### src/rtl/mem_bus_arbiter_pkg.sv
// Shared types and constants for the byte-bus arbiter.
package mem_bus_pkg;

    typedef enum logic {
        ST_IDLE = 1'b0,
        ST_BUSY = 1'b1
    } state_t;

    // Upper two RAM address bits equal to this code select the IO space.
    localparam logic [1:0] IO_REGION = 2'b11;
    localparam int         IO_SEL_W  = 3;

endpackage

### src/rtl/mem_bus_arbiter_if.sv
// Master-side handshake plus RAM/IO slave bus of the arbiter.
interface mem_bus_arbiter_if #(
    parameter int NUM_MASTERS    = 2,
    parameter int RAM_ADDR_WIDTH = 17
);
    import mem_bus_pkg::*;

    logic [NUM_MASTERS-1:0]      m_req_in;
    logic [32*NUM_MASTERS-1:0]   m_a_in;
    logic [NUM_MASTERS-1:0]      m_wr_in;
    logic [8*NUM_MASTERS-1:0]    m_dout_in;
    logic [NUM_MASTERS-1:0]      m_gnt_out;
    logic [NUM_MASTERS-1:0]      m_rvalid_out;
    logic [7:0]                  m_din_out;

    logic                        ram_en_out;
    logic                        ram_r_nw_out;
    logic [RAM_ADDR_WIDTH-1:0]   ram_a_out;
    logic [7:0]                  ram_d_out;
    logic [7:0]                  ram_d_in;

    logic                        io_en_out;
    logic                        io_wr_out;
    logic [IO_SEL_W-1:0]         io_sel_out;
    logic [7:0]                  io_d_out;
    logic [7:0]                  io_d_in;

    // Arbiter side.
    modport slave (
        input  m_req_in, m_a_in, m_wr_in, m_dout_in, ram_d_in, io_d_in,
        output m_gnt_out, m_rvalid_out, m_din_out,
               ram_en_out, ram_r_nw_out, ram_a_out, ram_d_out,
               io_en_out, io_wr_out, io_sel_out, io_d_out
    );

    // Masters and memory/IO models side.
    modport master (
        output m_req_in, m_a_in, m_wr_in, m_dout_in, ram_d_in, io_d_in,
        input  m_gnt_out, m_rvalid_out, m_din_out,
               ram_en_out, ram_r_nw_out, ram_a_out, ram_d_out,
               io_en_out, io_wr_out, io_sel_out, io_d_out
    );

endinterface

### src/rtl/mem_bus_arbiter_rr_pick.sv
// Combinational round-robin picker: first requester after i_last, wrapping.
module rr_pick #(
    parameter int N     = 2,
    parameter int IDX_W = $clog2(N)
) (
    input  logic [N-1:0]     i_req,
    input  logic [IDX_W-1:0] i_last,
    output logic [N-1:0]     o_onehot,
    output logic             o_valid
);

    logic [IDX_W-1:0] w_j;

    // Scan i_last+1 .. i_last+N so i_last itself is the lowest priority.
    always_comb begin
        o_onehot = '0;
        o_valid  = 1'b0;
        w_j      = '0;
        for (int k = 1; k <= N; k++) begin
            if (!o_valid) begin
                w_j = IDX_W'((int'(i_last) + k) % N);
                if (i_req[w_j]) begin
                    o_onehot[w_j] = 1'b1;
                    o_valid       = 1'b1;
                end
            end
        end
    end

endmodule

### src/rtl/mem_bus_arbiter.sv
// Byte-bus arbiter: round-robin ownership with burst cap and debug pause,
// RAM/IO decode of the owner's beat and one-cycle read return.
module mem_bus_arbiter
    import mem_bus_pkg::*;
#(
    parameter int NUM_MASTERS    = 2,
    parameter int RAM_ADDR_WIDTH = 17,
    parameter int MAX_BURST      = 16,
    parameter int PAUSE_MASTER   = 0
) (
    input  logic           clk_in,
    input  logic           rst_n_in,
    input  logic           pause_in,
    mem_bus_arbiter_if.slave bus
);

    localparam int IDX_W = $clog2(NUM_MASTERS);
    localparam int CNT_W = $clog2(MAX_BURST) + 1;
    localparam logic [IDX_W-1:0]       PAUSE_IDX  = IDX_W'(PAUSE_MASTER);
    localparam logic [NUM_MASTERS-1:0] PAUSE_MASK = NUM_MASTERS'(1) << PAUSE_MASTER;

    state_t                  r_state, w_state_nxt;
    logic [IDX_W-1:0]        r_owner, w_owner_nxt;
    logic [CNT_W-1:0]        r_cnt, w_cnt_nxt;
    logic                    r_rd_pend;
    logic [IDX_W-1:0]        r_rd_owner;
    logic                    r_rd_is_io;
    logic [7:0]              r_din;

    logic [NUM_MASTERS-1:0]  w_elig;
    logic [NUM_MASTERS-1:0]  w_pick_oh;
    logic                    w_pick_valid;
    logic [IDX_W-1:0]        w_pick_idx;
    logic [RAM_ADDR_WIDTH:0] w_a;
    logic                    w_wr;
    logic [7:0]              w_dout;
    logic                    w_req_own;
    logic                    w_beat;
    logic                    w_is_io;
    logic                    w_release;
    logic [7:0]              w_din;

    assign w_elig = pause_in ? (bus.m_req_in & PAUSE_MASK) : bus.m_req_in;

    // r_owner doubles as last_owner while idle.
    rr_pick #(.N(NUM_MASTERS), .IDX_W(IDX_W)) u_rr_pick (
        .i_req    (w_elig),
        .i_last   (r_owner),
        .o_onehot (w_pick_oh),
        .o_valid  (w_pick_valid)
    );

    // Encode the picker's one-hot result to an owner index.
    always_comb begin
        w_pick_idx = '0;
        for (int i = 0; i < NUM_MASTERS; i++) begin
            if (w_pick_oh[i]) w_pick_idx = IDX_W'(i);
        end
    end

    // Route the owner's request, address, direction and write data.
    // Address bits above the IO-region code are never looked at.
    always_comb begin
        w_a       = '0;
        w_wr      = 1'b0;
        w_dout    = '0;
        w_req_own = 1'b0;
        for (int i = 0; i < NUM_MASTERS; i++) begin
            if (r_owner == IDX_W'(i)) begin
                w_a       = bus.m_a_in[32*i +: RAM_ADDR_WIDTH+1];
                w_wr      = bus.m_wr_in[i];
                w_dout    = bus.m_dout_in[8*i +: 8];
                w_req_own = bus.m_req_in[i];
            end
        end
    end

    assign w_beat    = (r_state == ST_BUSY) && w_req_own;
    assign w_is_io   = (w_a[RAM_ADDR_WIDTH:RAM_ADDR_WIDTH-1] == IO_REGION);
    assign w_release = (r_state == ST_BUSY) &&
                       (!w_req_own ||
                        (w_beat && (r_cnt == CNT_W'(MAX_BURST-1))) ||
                        (pause_in && (r_owner != PAUSE_IDX)));

    // Next state, next owner and burst counter; a release hands over in the
    // same edge so back-to-back owners see no idle cycle.
    always_comb begin
        w_state_nxt = r_state;
        w_owner_nxt = r_owner;
        w_cnt_nxt   = r_cnt;
        case (r_state)
            ST_IDLE: begin
                if (w_pick_valid) begin
                    w_state_nxt = ST_BUSY;
                    w_owner_nxt = w_pick_idx;
                    w_cnt_nxt   = '0;
                end
            end
            ST_BUSY: begin
                if (w_release) begin
                    w_cnt_nxt = '0;
                    if (w_pick_valid) w_owner_nxt = w_pick_idx;
                    else              w_state_nxt = ST_IDLE;
                end else if (w_beat) begin
                    w_cnt_nxt = r_cnt + 1'b1;
                end
            end
            default: w_state_nxt = ST_IDLE;
        endcase
    end

    // Arbitration state registers.
    always_ff @(posedge clk_in or negedge rst_n_in) begin
        if (!rst_n_in) begin
            r_state <= ST_IDLE;
            r_owner <= IDX_W'(NUM_MASTERS-1);
            r_cnt   <= '0;
        end else begin
            r_state <= w_state_nxt;
            r_owner <= w_owner_nxt;
            r_cnt   <= w_cnt_nxt;
        end
    end

    // Remember who issued a read so the return lands even after handover.
    always_ff @(posedge clk_in or negedge rst_n_in) begin
        if (!rst_n_in) begin
            r_rd_pend  <= 1'b0;
            r_rd_owner <= '0;
            r_rd_is_io <= 1'b0;
            r_din      <= '0;
        end else begin
            r_rd_pend  <= w_beat && !w_wr;
            r_rd_owner <= r_owner;
            r_rd_is_io <= w_is_io;
            r_din      <= w_din;
        end
    end

    assign w_din = r_rd_pend ? (r_rd_is_io ? bus.io_d_in : bus.ram_d_in) : r_din;

    assign bus.m_gnt_out    = (r_state == ST_BUSY) ? (NUM_MASTERS'(1) << r_owner) : '0;
    assign bus.m_rvalid_out = r_rd_pend ? (NUM_MASTERS'(1) << r_rd_owner) : '0;
    assign bus.m_din_out    = w_din;

    assign bus.ram_en_out   = w_beat && !w_is_io;
    assign bus.ram_r_nw_out = !w_wr;
    assign bus.ram_a_out    = w_a[RAM_ADDR_WIDTH-1:0];
    assign bus.ram_d_out    = w_dout;

    assign bus.io_en_out    = w_beat && w_is_io;
    assign bus.io_wr_out    = w_wr;
    assign bus.io_sel_out   = w_a[IO_SEL_W-1:0];
    assign bus.io_d_out     = w_dout;

endmodule

### src/flat_wrapper.sv
// flat-port wrapper written by rule: the top's interface ports become plain ports
module mem_bus_arbiter_flat import mem_bus_pkg::*;
#(
    parameter int NUM_MASTERS    = 2,
    parameter int RAM_ADDR_WIDTH = 17,
    parameter int MAX_BURST      = 16,
    parameter int PAUSE_MASTER   = 0
)
  (clk_in, rst_n_in, pause_in, bus_m_req_in, bus_m_a_in, bus_m_wr_in, bus_m_dout_in, bus_ram_d_in, bus_io_d_in, bus_m_gnt_out, bus_m_rvalid_out, bus_m_din_out, bus_ram_en_out, bus_ram_r_nw_out, bus_ram_a_out, bus_ram_d_out, bus_io_en_out, bus_io_wr_out, bus_io_sel_out, bus_io_d_out);
  mem_bus_arbiter_if #(.NUM_MASTERS(NUM_MASTERS), .RAM_ADDR_WIDTH(RAM_ADDR_WIDTH)) bus_i ();
  input  logic clk_in;
  input  logic rst_n_in;
  input  logic pause_in;
  input wire logic [$bits(bus_i.m_req_in)-1:0] bus_m_req_in;
  input wire logic [$bits(bus_i.m_a_in)-1:0] bus_m_a_in;
  input wire logic [$bits(bus_i.m_wr_in)-1:0] bus_m_wr_in;
  input wire logic [$bits(bus_i.m_dout_in)-1:0] bus_m_dout_in;
  input wire logic [$bits(bus_i.ram_d_in)-1:0] bus_ram_d_in;
  input wire logic [$bits(bus_i.io_d_in)-1:0] bus_io_d_in;
  output wire logic [$bits(bus_i.m_gnt_out)-1:0] bus_m_gnt_out;
  output wire logic [$bits(bus_i.m_rvalid_out)-1:0] bus_m_rvalid_out;
  output wire logic [$bits(bus_i.m_din_out)-1:0] bus_m_din_out;
  output wire logic [$bits(bus_i.ram_en_out)-1:0] bus_ram_en_out;
  output wire logic [$bits(bus_i.ram_r_nw_out)-1:0] bus_ram_r_nw_out;
  output wire logic [$bits(bus_i.ram_a_out)-1:0] bus_ram_a_out;
  output wire logic [$bits(bus_i.ram_d_out)-1:0] bus_ram_d_out;
  output wire logic [$bits(bus_i.io_en_out)-1:0] bus_io_en_out;
  output wire logic [$bits(bus_i.io_wr_out)-1:0] bus_io_wr_out;
  output wire logic [$bits(bus_i.io_sel_out)-1:0] bus_io_sel_out;
  output wire logic [$bits(bus_i.io_d_out)-1:0] bus_io_d_out;
  assign bus_i.m_req_in = bus_m_req_in;
  assign bus_i.m_a_in = bus_m_a_in;
  assign bus_i.m_wr_in = bus_m_wr_in;
  assign bus_i.m_dout_in = bus_m_dout_in;
  assign bus_i.ram_d_in = bus_ram_d_in;
  assign bus_i.io_d_in = bus_io_d_in;
  assign bus_m_gnt_out = bus_i.m_gnt_out;
  assign bus_m_rvalid_out = bus_i.m_rvalid_out;
  assign bus_m_din_out = bus_i.m_din_out;
  assign bus_ram_en_out = bus_i.ram_en_out;
  assign bus_ram_r_nw_out = bus_i.ram_r_nw_out;
  assign bus_ram_a_out = bus_i.ram_a_out;
  assign bus_ram_d_out = bus_i.ram_d_out;
  assign bus_io_en_out = bus_i.io_en_out;
  assign bus_io_wr_out = bus_i.io_wr_out;
  assign bus_io_sel_out = bus_i.io_sel_out;
  assign bus_io_d_out = bus_i.io_d_out;
  mem_bus_arbiter #(.NUM_MASTERS(NUM_MASTERS), .RAM_ADDR_WIDTH(RAM_ADDR_WIDTH), .MAX_BURST(MAX_BURST), .PAUSE_MASTER(PAUSE_MASTER)) u_core (.clk_in(clk_in), .rst_n_in(rst_n_in), .pause_in(pause_in), .bus(bus_i));
endmodule
### config.mk
export PLATFORM = sky130hd
export DESIGN_NAME = mem_bus_arbiter_flat
export DESIGN_NICKNAME = d
export VERILOG_FILES = /design/src/rtl/mem_bus_arbiter_pkg.sv /design/src/rtl/mem_bus_arbiter_if.sv /design/src/rtl/mem_bus_arbiter_rr_pick.sv /design/src/rtl/mem_bus_arbiter.sv /design/src/flat_wrapper.sv
export SDC_FILE = /design/constraint.sdc
export NUM_CORES = 1
export LEC_CHECK = 0
export CORE_UTILIZATION = 27
export CTS_CLUSTER_SIZE = 8
export DETAILED_ROUTE_END_ITERATION = 10
export GPL_TIMING_DRIVEN = 0
export PLACE_DENSITY = 0.78
export SYNTH_ARGS = -nofsm -noshare
export SYNTH_HDL_FRONTEND = slang
export SYNTH_SLANG_ARGS = --single-unit
### constraint.sdc
create_clock -name clk_in -period 2.3 [get_ports clk_in]
set_clock_uncertainty 0.1 [all_clocks]
set_input_delay 0.345 -clock clk_in [delete_from_list [all_inputs] [get_ports clk_in]]
set_output_delay 0.345 -clock clk_in [all_outputs]
set_load 0.005 [all_outputs]
==> impl_metrics.csv <==
group,metric,value,unit
power,leakagePower,0.00152,uW
synthesis,synthSimpleGateAreaFrac,0.142,
placement,placed_area,2630,sq um
grt,grt_pass1_wl,6330,um
final_layout,nNetsFinal,382,
synthesis,synthFlopType,"dfrtp_1",
drt,drtIter0Drc,20,
sta,finalCriticalPeriod,2.29,ns
drt,drt-total-wl,4330,um
synthesis,synthesis.area,1310,sq um
die,die_h,71.6,um
setup_path,path_buf_inv,4,
die,die_w,71.6,um
final_layout,mostFrequentLayoutCell,"clkdlybuf4s50_1",
synthesis,synth_warnings,0,
sta,timing.final.crit_share,0.994,
sta,hold_viol,0,
setup_path,cpMostUsedCell,"buf_4",
synthesis,synth_top_area_share,0.325,
power,p_total,1400,uW
grt,grt_pass1_vias,1453,
synthesis,synth.distinct_cells,35,
sta,slew_viol_final,0,
power,swShare,0.256,
grt,grt_max_degree,19,
power,combPwrFrac,0.536,
grt,overflow,0,
power,pwr_density_cell,466,nW/um^2
die,die-area,5130,sq um
setup_path,worst-setup-path-type,"reg2out",
setup_path,cp.required,1.86,ns
die,initial_utilization,0.290,
grt,grt_antenna_before_repair,0,
final_layout,drive_gt1_frac,0.297,
synthesis,synth_area_leader_cell,"dfrtp_1",
drt,vias,1489,
synthesis,yosys.area_share.adder,0.0191,
final_layout,fillers,339,
final_layout,finalCoreUtilization,0.666,
synthesis,synth_seq_cells,18,
power,p_int,1040,uW
grt,grt_usage,0.155,
drt,dr.pass1.iters,4,
outcome,status,"complete, no violations",
drt,vias_per_cell,4.54,
die,core_area,4500,sq um
setup_path,start_kind,"flop",
power,p_clk_frac,0.180,
synthesis,syn_avg_cell_area,10.3,sq um
setup_path,max_stage_delay,0.57,ns
worst_hold_path,hp-class,"reg2reg",
placement,hpwl,3320,um
final_layout,layout_common_cells,"87 x clkdlybuf4s50_1, 32 x buf_4, 26 x dlymetal6s2s_1, 20 x mux2_2, 17 x dfrtp_1",
drt,wl_per_cell,13.2,um
setup_path,slowest_stage,"dfstp_2",
synthesis,async_flop_share,1.00,
final_layout,antenna_cells,0,
power,p_sw,357,uW
sta,max-slew-margin-rel,0.487,
die,ios,155,
placement,place_congestion,0.727,
setup_path,arrival,1.84,ns
sta,finalSetupViolCount,0,
synthesis,syn-num-nets,232,
power,p_seq_frac,0.283,
clock_network,clk_latency,0.25,ns
placement,portBuffers,126,
synthesis,syn_inst,127,
drt,drc,0,
setup_path,cp_max_fo,4,
synthesis,synth_xor_area_frac,0,
power,peakVddDrop,0.235,mV
synthesis,synth_compound_area_frac,0.113,
synthesis,synthTopCellsByArea,"dfrtp_1 33%, mux2_2 21%, buf_4 6.9%, mux2i_1 6.1%, a21oi_1 3.1%",
clock_network,cts_made_buffers,3,
clock_network,clk_pin_slew,0.07,ns
sta,fmax,437,MHz
synthesis,synth-edff-count,0,
clock_network,cts_hold_buf,0,
clock_network,tritoncts,"yes",
die,rows,24,
sta,worst_pin_slew,0.767,ns
synthesis,ys_seq_area_frac,0.345,
setup_path,crit_chain,"buf_4, clkbuf_16, buf_4, nor2b_2, a32o_1, nor2_1, dlygate4sd2_1",
run,cap_violations,0,
setup_path,end_kind,"output pin",
setup_path,cp_top_family,"buffers and inverters",
clock_network,clockRootBuffer,"clkbuf_8",
final_layout,fin_area,3000,sq um
synthesis,synth_top_family_by_area,"multiplexers",
synthesis,synth_mux_area_frac,0.279,
drt,postRouteAntennaNets,0,
clock_network,cts.sink_count,18,
final_layout,syn2layout_area_growth,129,%
clock_network,cts_buffer_depth,2,
clock_network,htree_levels,1,
[cell usage after synthesis, types with 2 or more instances]
library cell	n
a22o_1	2
o21ai_1	2
a21o_1	2
o21ai_0	3
nor2_1	10
and2_1	2
buf_4	12
dfrtp_1	17
mux2_2	24
mux2i_1	8
a21oi_1	8
buf_2	4
nand2_1	5
nor2b_1	5
inv_1	2
ha_1	2
[timing repair]
item	4_1_cts	5_1_grt
pin swaps	0	0
endpoints found under the setup margin	40	32
gates resized for setup	17	45
gates cloned	0	3
setup buffers	6	12
[power groups by stage]
| stage | logic (uW) | registers [uW] | clock network, uW |
|---|---|---|---|
| CTS | 690 | 394 | 257 |
| floorplan | 257 | 395 | 0 |
| global route | 809 | 405 | 269 |
| finish | 749 | 396 | 251 |
| global placement | 663 | 398 | 0 |
| detailed placement | 673 | 400 | 0 |
[path summary, 6_finish.rpt]
check                                startpoint              end  slack (ns)  cells past startpoint
min in group asynchronous              rst_n_in  u_core.r_din[3]        0.44                      1
worst min-delay path            u_core.r_cnt[4]  u_core.r_cnt[4]        0.38                      2
worst max-delay path             u_core.r_owner   bus_ram_en_out        0.01                      7
worst max register to register  u_core.r_cnt[0]  u_core.r_cnt[2]        0.42                      7
max in group asynchronous              rst_n_in  u_core.r_din[2]        1.18                      1
worst min register to register  u_core.r_cnt[4]  u_core.r_cnt[4]        0.38                      2
[state kept, by name, indices dropped and copies added (netlist names)]
name,cells
u_core.r_rd_owner,1
u_core.r_rd_is_io,1
u_core.r_rd_pend,1
u_core.r_din,8
u_core.r_owner,1
u_core.r_state,1
u_core.r_cnt,5
[layout make-up]
class,count,area (sq um),area share
repair buffers,147,1530,0.509
multi-input cells,89,749,0.250
flip-flops and latches,18,452,0.151
plain buffers,16,143,0.0476
well taps,52,65.1,0.0217
clock buffers,4,55.1,0.0184
inverters,2,7.51,0.00250
[stage by stage]
step                instances  setup TNS (ns)  setup slack (ns)  hold slack, ns
finish                    328               0            0.0142           0.379
CTS                       314           -1.19            -0.141           0.386
floorplan                 127               0             0.532         -0.0506
detailed placement        305          -0.186            -0.107           0.306
global route              328         -0.0512           -0.0249           0.425
global placement          305          -0.189            -0.107           0.299
[worst min-delay path: stages (launching register included)]
cell,delay [ns]
dfrtp_1,0.34
nand2_1,0.04
o21ai_0,0.06
[per-layer routing]
| layer | track usage | up-vias | wire length (um) |
|---|---|---|---|
| li1 | - | 732 | - |
| met1 | 0.172 | 675 | 1650 |
| met2 | 0.306 | 80 | 2290 |
| met3 | 0.0253 | 2 | 362 |
| met4 | 0.0349 | 0 | 15 |
| met5 | 0 | - | 0 |
[cells by family (layout without fill, tap and decap cells)]
group           count (synthesis)  after routing
buf+inv                        20            169
fa+ha+maj                       2              2
mux                            33             33
compound gates                 22             22
flops                          18             18
simple gates                   32             32
No activity file was read; power rests on OpenSTA's default activity.
